$ cat src/rtl/ooo_pkg.sv
// Shared front-end types: the {pc, instr} pair carried from fetch to decode.
package ooo_pkg;

  localparam int unsigned XLEN = 32;

  typedef struct packed {
    logic [XLEN-1:0] pc;
    logic [XLEN-1:0] instr;
  } fetch_entry_t;

  localparam logic [XLEN-1:0] INSTR_NOP_ZERO = 32'h0;

endpackage

$ cat src/rtl/fifo_ram.sv
// Unreset storage array: one synchronous write port, one asynchronous read port.
module fifo_ram #(
  parameter int unsigned DEPTH = 8,
  parameter int unsigned WIDTH = 64
) (
  input  logic                     clk,
  input  logic                     i_we,
  input  logic [$clog2(DEPTH)-1:0] i_waddr,
  input  logic [WIDTH-1:0]         i_wdata,
  input  logic [$clog2(DEPTH)-1:0] i_raddr,
  output logic [WIDTH-1:0]         o_rdata
);

  logic [WIDTH-1:0] r_mem [DEPTH];

  always_ff @(posedge clk) begin
    if (i_we) begin
      r_mem[i_waddr] <= i_wdata;
    end
  end

  assign o_rdata = r_mem[i_raddr];

endmodule

$ cat src/rtl/instr_fetch_queue.sv
// Fetch-to-decode decoupling FIFO with early stall, zero-word drop and one-cycle flush.
module instr_fetch_queue
  import ooo_pkg::*;
#(
  parameter int unsigned DEPTH     = 8,
  parameter int unsigned SKID      = 2,
  parameter int unsigned DROP_ZERO = 1
) (
  input  logic                       clk,
  input  logic                       reset,
  input  logic                       fetch_valid_i,
  input  logic [XLEN-1:0]            fetch_pc_i,
  input  logic [XLEN-1:0]            fetch_instr_i,
  input  logic                       flush_i,
  output logic                       stall_o,
  output logic                       dec_valid_o,
  output logic [XLEN-1:0]            dec_pc_o,
  output logic [XLEN-1:0]            dec_instr_o,
  input  logic                       dec_ready_i,
  output logic [$clog2(DEPTH+1)-1:0] count_o,
  output logic                       overflow_o
);

  localparam int unsigned PW = $clog2(DEPTH);
  localparam int unsigned CW = $clog2(DEPTH + 1);

  logic [PW-1:0] r_wr_ptr;
  logic [PW-1:0] r_rd_ptr;
  logic [CW-1:0] r_count;
  logic          r_overflow;

  logic          w_full;
  logic          w_empty;
  logic          w_drop_zero;
  logic          w_push_req;
  logic          w_push;
  logic          w_pop;
  fetch_entry_t  w_wr_entry;
  fetch_entry_t  w_rd_entry;

  // Full/empty come only from the registered count, so a pop never frees a slot
  // for a push in the same cycle.
  assign w_full      = (r_count == CW'(DEPTH));
  assign w_empty     = (r_count == '0);
  assign w_drop_zero = (DROP_ZERO != 0) && (fetch_instr_i == INSTR_NOP_ZERO);
  assign w_push_req  = fetch_valid_i && !w_drop_zero && !flush_i;
  assign w_push      = w_push_req && !w_full;
  assign w_pop       = !w_empty && dec_ready_i && !flush_i;

  assign w_wr_entry.pc    = fetch_pc_i;
  assign w_wr_entry.instr = fetch_instr_i;

  fifo_ram #(
    .DEPTH (DEPTH),
    .WIDTH ($bits(fetch_entry_t))
  ) u_fifo_ram (
    .clk     (clk),
    .i_we    (w_push),
    .i_waddr (r_wr_ptr),
    .i_wdata (w_wr_entry),
    .i_raddr (r_rd_ptr),
    .o_rdata (w_rd_entry)
  );

  always_ff @(posedge clk) begin
    if (reset) begin
      r_wr_ptr   <= '0;
      r_rd_ptr   <= '0;
      r_count    <= '0;
      r_overflow <= 1'b0;
    end else if (flush_i) begin
      // Redirect: drop everything but keep the sticky overflow record.
      r_wr_ptr <= '0;
      r_rd_ptr <= '0;
      r_count  <= '0;
    end else begin
      if (w_push) begin
        r_wr_ptr <= r_wr_ptr + PW'(1);
      end
      if (w_pop) begin
        r_rd_ptr <= r_rd_ptr + PW'(1);
      end
      unique case ({w_push, w_pop})
        2'b10:   r_count <= r_count + CW'(1);
        2'b01:   r_count <= r_count - CW'(1);
        default: r_count <= r_count;
      endcase
      if (w_push_req && w_full) begin
        r_overflow <= 1'b1;
      end
    end
  end

  assign dec_valid_o = !w_empty;
  assign dec_pc_o    = w_empty ? '0 : w_rd_entry.pc;
  assign dec_instr_o = w_empty ? '0 : w_rd_entry.instr;
  assign stall_o     = (r_count >= CW'(DEPTH - SKID));
  assign count_o     = r_count;
  assign overflow_o  = r_overflow;

`ifndef SYNTHESIS
  always_ff @(posedge clk) begin
    if (!reset) begin
      assert (r_count <= CW'(DEPTH))
        else $error("instr_fetch_queue: count %0d exceeds depth", r_count);
      assert (!(w_pop && w_empty))
        else $error("instr_fetch_queue: pop from empty queue");
      assert (!(w_push && w_full))
        else $error("instr_fetch_queue: push into full queue");
    end
  end
`endif

endmodule
$ cat config.mk
export PLATFORM = sky130hd
export DESIGN_NAME = instr_fetch_queue
export DESIGN_NICKNAME = d
export VERILOG_FILES = /design/src/rtl/ooo_pkg.sv /design/src/rtl/fifo_ram.sv /design/src/rtl/instr_fetch_queue.sv
export SDC_FILE = /design/constraint.sdc
export NUM_CORES = 1
export LEC_CHECK = 0
export ABC_AREA = 1
export CAP_MARGIN = 20
export CORE_ASPECT_RATIO = 1.75
export CORE_MARGIN = 3
export CORE_UTILIZATION = 53
export DETAILED_ROUTE_END_ITERATION = 12
export PLACE_DENSITY = 0.73
export SLEW_MARGIN = 20
export SYNTH_ARGS = -nofsm -noshare
export SYNTH_HDL_FRONTEND = slang
export SYNTH_SLANG_ARGS = --single-unit
$ cat constraint.sdc
create_clock -name clk -period 18.7 [get_ports clk]
set_input_delay 3.74 -clock clk [delete_from_list [all_inputs] [get_ports clk]]
set_output_delay 3.74 -clock clk [all_outputs]
set_load 0.02 [all_outputs]
* Yosys cells after proc, flatten, opt, wreduce, memory -nomap -nowiden
Memories as Yosys holds them, arrays and structs flattened. A register that Yosys moved wholly into a read port is not among the register bits. Cells that the tools add are included.
Operators by class: add/sub/neg operators 4, magnitude comparators 1, equal/unequal tests 3, mux-type cells 7, bitwise gates (word level) 1, reductions and logical operators 15
Operator list (count):
- $mux 32 | 2
- $logic_not 32->1 | 1
- $pmux 4 s2 | 1
- $add 3x1->3 const B | 2
- $logic_and 1x1->1 | 6
- $mux 3 | 2
- $add 4x1->4 const B | 1
- $eq 4x4->1 const B | 1
- $ge 4x3->1 const B | 1
- $logic_not 1->1 | 4
- $logic_not 4->1 | 1
- $sub 4x1->4 const B | 1
- $eq 2x1->1 const B | 1
- $eq 2x2->1 const B | 1
- $mux 1 | 2
- $reduce_and 2->1 | 1
- $reduce_bool 2->1 | 1
- $reduce_or 2->1 | 1
- $not 1->1 | 1
Storage, ports and cells: bits in registers 11, memory bits (writable) 512, bits of input ports 69, output and inout port bits 71, logic and storage cells 36, memories kept 1
Memory list:
- u_fifo_ram.r_mem | words 8, width 64, rd ports 1, clocked after Yosys merged registers in 1, wr ports 1, line fifo_ram.sv:14 | logic [WIDTH-1:0] r_mem [DEPTH];

* Depth between registers and ports, before layout
depth after elaboration 7, gate-level depth with buffers 16, gate-level depth less buffers 15

* Cells and area by module
Synthesis repeated with hierarchy kept, for this count alone.
Unflattened totals: cell total of the unflattened synthesis 2493, area total of the unflattened synthesis 23775.3 µm²
Modules (own cells, without submodules):
- fifo_ram | instances 1, cells each 2230, area an instance 22376.5 µm², seq. area each 15374.7 µm²
- instr_fetch_queue | instances 1, cells each 263, area an instance 1398.8 µm², seq. area each 220.2 µm²

* Worst setup path after synthesis
No wires, ideal clock.
path kind input to register, from input fetch_instr_i[15], to memory u_fifo_ram.r_mem[4][0], enable pin, library setup time 0.565 ns, data arrival time 8.750 ns, required time 18.135 ns, slack 9.384 ns, stages on the path 8, path buffers 1, path through nor2_1 > and2_1 > nand2_1 > nor2_1 > nand2_1 > nand3_1 > buf_2 > nor3_1
Between the ends: cells in the longest elaborated chain, start to end 7
RTL lines:
- start, declared | line instr_fetch_queue.sv:13 | input logic [XLEN-1:0] fetch_instr_i,
- $logic_not 32->1 | line instr_fetch_queue.sv:45 | assign w_drop_zero = (DROP_ZERO != 0) && (fetch_instr_i == INSTR_NOP_ZERO);
- $logic_not 1->1 | line instr_fetch_queue.sv:46 | assign w_push_req = fetch_valid_i && !w_drop_zero && !flush_i;
- $logic_and 1x1->1 (2 in a row) | line instr_fetch_queue.sv:46
- $logic_and 1x1->1 | line instr_fetch_queue.sv:47 | assign w_push = w_push_req && !w_full;
- $mux 1 | line fifo_ram.sv:17 | if (i_we) begin
- $mux 1 (implied by the code) | line fifo_ram.sv:18 | r_mem[i_waddr] <= i_wdata;
- end, declared | line fifo_ram.sv:14
No other way between the ends.

==> results.py <==
metrics = {
    "timing": {
        "maxSlewHeadroom": 0.274,
        "hold_viol_final": 0,
        "min_period_ns": 7.95,
        "fin_setup_tns_ns": 0,
        "drv_slew": 0,
        "fin_hold_ws_ns": 0.464,
        "setup_ws_ns": 10.75,
        "layout_worst_path_cycle_share": 0.425,
        "tightest_slew_ns": 1.08,
        "rsz0062_at_grt": "no",
        "setup_violations": 0,
        "finalClockSkew_ns": 0.0254,
        "fmax_mhz": 126,
    },
    "setup_path": {
        "slowest_delay_ns": 0.73,
        "crit_slowest_cell": "inv_6",
        "cp-start-kind": "flop",
        "path_cells": "inv_6 -> buf_6 -> o21ai_0 -> o22ai_1 -> o21ai_1 -> a31oi_1 -> clkdlybuf4s50_1",
        "reg2reg_to": "u_fifo_ram.r_mem[0][16]",
        "ff2ff_setup_slack_ns": 15.15,
        "cp-end-kind": "output port",
        "crit_type": "reg -> out",
        "rr_worst_depth": 7,
        "arrival_ns": 4.21,
        "rr_startpoint": "count_o[0]",
        "worstPathRequired_ns": 14.96,
        "worst-path-max-fanout": 139,
        "crit_end": "dec_pc_o[21]",
    },
    "clocking": {
        "cts_tree": "yes",
        "ctsResizeCount": 0,
        "cts_buffer_depth": 3,
        "clkLatencyLatePin_ns": 0.57,
        "root_buffer": "clkbuf_16",
        "hold_buffers": 0,
        "cts_setup_buffers": 0,
        "h-tree-depth": 2,
        "path_clk_slew_ns": 0.06,
        "cts_num_sinks": 526,
        "cts_buffers": 45,
    },
    "synth": {
        "seq_area_frac_synth": 0.755,
        "synth_top_area_frac": 0.742,
        "synth_area_um2": 20700,
        "syn_area_per_cell_um2": 12.9,
        "ys_types": 28,
        "yosysWarningCount": 0,
        "synth_common_cells": "512 x edfxtp_1, 412 x nor2_1, 284 x o21ai_0",
        "synth_area_leaders": "edfxtp_1 74%, nor2_1 7.5%, o21ai_0 6.9%",
        "synthCells": 1601,
        "yosys.area.top_type": "edfxtp_1",
        "synth-main-ff-cell": "edfxtp_1",
        "synth_fp_nets": 1675,
        "synth_edf_count": 512,
        "synth.most_common_cell": "edfxtp_1",
        "postSynth.asyncResetShare": 0,
        "ys_seq_elements": 526,
    },
    "finish": {
        "regArea_um2": 15700,
        "fill_cells": 2914,
        "areaGrowthSynthToFinish_pct": 15.3,
        "drive_gt1_frac": 0.0587,
        "nets": 1776,
        "multi_input_area_um2": 4390,
        "fin_area_um2": 23900,
        "fin_util": 0.620,
        "finalNonFillerCells": 2223,
        "n_antenna_cell": 0,
    },
    "power_and_ir_drop": {
        "power_density_nw_per_um2": 100,
        "total_power_mw": 2.40,
        "power_leakage_nw": 7.79,
        "ir_drop_v": 0.0000741,
    },
    "floorplanning": {
        "initial_core_util": 0.538,
        "dieArea_um2": 41600,
        "row_count": 95,
        "die-height_um": 268,
        "fp.dieW_um": 155,
        "io_pins": 140,
        "core_area_um2": 38500,
    },
    "grt": {
        "grt_pass1_vias": 13300,
        "globalRouteOverflowTotal": 0,
        "antenna_found_initial": 0,
        "grt_max_degree": 140,
        "grt_pass1_wl_um": 71900,
        "track_usage": 0.222,
    },
    "route": {
        "post_drt_via_cell_ratio": 5.93,
        "antenna_left": 0,
        "drtIter0Drc": 1299,
        "detailroute.via_count": 13200,
        "wl_per_cell_um": 21.3,
        "routed_wl_um": 47400,
        "first_pass_iters": 6,
        "drc": 0,
    },
    "placement": {
        "place_congestion": 0.751,
        "io_buffers": 139,
        "place_ws_ns": 10.83,
        "post_dp_cell_area_um2": 22300,
        "dp_hpwl_um": 23700,
        "numPlacedInstances": 2138,
    },
    "flow_run": {
        "maxCapViolCount": 0,
    },
    "hold_path": {
        "hold-path-cell-count": 2,
        "hp-class": "reg -> reg",
    },
    "outcome": {
        "status": "complete, no violations",
    },
}
==> worst max-delay path: cells and delay by family (launching register included) <==
family	cells	cell delay [ns]
flip-flops	1	0.60
AO/OA/AOI/OAI	4	0.84
buffers and inverters	3	2.12
==> per-layer routing <==
metal  wire length [µm]  up-vias  share of wire  GRT usage
li1                   -     6049              -          -
met1              18200     6530           0.38      0.268
met2              24800      508           0.52      0.399
met3               2960       89          0.063     0.0301
met4               1410        0          0.030     0.0921
met5                  0        -              0          0
==> worst min-delay path by stage <==
| stage | from | to | slack [ns] |
|---|---|---|---|
| 2_1_floorplan | r_rd_ptr[2] | flop | 0.43 |
| 5_1_grt | overflow_o | overflow_o | 0.50 |
| 4_1_cts | overflow_o | overflow_o | 0.47 |
| 3_5_place_dp | overflow_o | overflow_o | 0.46 |
| 3_3_place_gp | r_rd_ptr[2] | flop | 0.44 |
| 6_report | overflow_o | overflow_o | 0.46 |
==> layout by cell type (no fill, tap or decap) <==
cell type,n
edfxtp_1,512
nor2_1,412
o21ai_0,284
clkdlybuf4s50_1,139
o22ai_1,64
a31oi_1,64
clkbuf_16,47
o21ai_1,41
nand2_1,31
inv_1,29
buf_4,16
dfxtp_1,12
clkinv_1,10
clkbuf_1,9
nor3_2,8
a21oi_1,7
nand3_1,6
clkinvlp_4,6
ha_1,5
bufinv_16,5
clkinv_2,4
xor2_1,3
nand4_1,3
buf_6,3
inv_2,2
inv_4,2
inv_6,2
and2_1,2
dfxtp_4,2
buf_16,2
a21boi_1,1
nand2_2,1
xnor2_1,1
nand3b_1,1
clkinv_4,1
clkbuf_8,1
==> layout make-up <==
type,instances,area share
sequential,526,0.656
timing repair buffer,160,0.0670
tap,485,0.0254
multi-input combinational,934,0.184
clock buffer,57,0.0512
inverter,35,0.00592
clock inverter,26,0.0112
==> power breakdown <==
| part | total (mW) | leakage (nW) | switching [mW] | internal, mW |
|---|---|---|---|---|
| clock | 0.938 | 0.707 | 0.403 | 0.535 |
| sequential | 1.31 | 4.74 | 0.00597 | 1.30 |
| combinational | 0.149 | 2.34 | 0.0938 | 0.0553 |
==> state kept, by name, summed over array words and instances (netlist names), named ones only <==
name	count
u_fifo_ram.r_mem	512
count_o	4
r_rd_ptr	3
r_wr_ptr	3
overflow_o	1
==> cell families after synthesis <==
logic type | after synthesis | share of synthesized area
AOI/OAI and AO/OA | 461 | 0.119
buffers and inverters | 141 | 0.0350
xor gates and xnor gates | 4 | 0.00169
adders and majority gates | 5 | 0.00302
DFF | 526 | 0.755
and+or+nand+nor | 464 | 0.0857
Note: power is estimated with default switching activity, not from simulation.
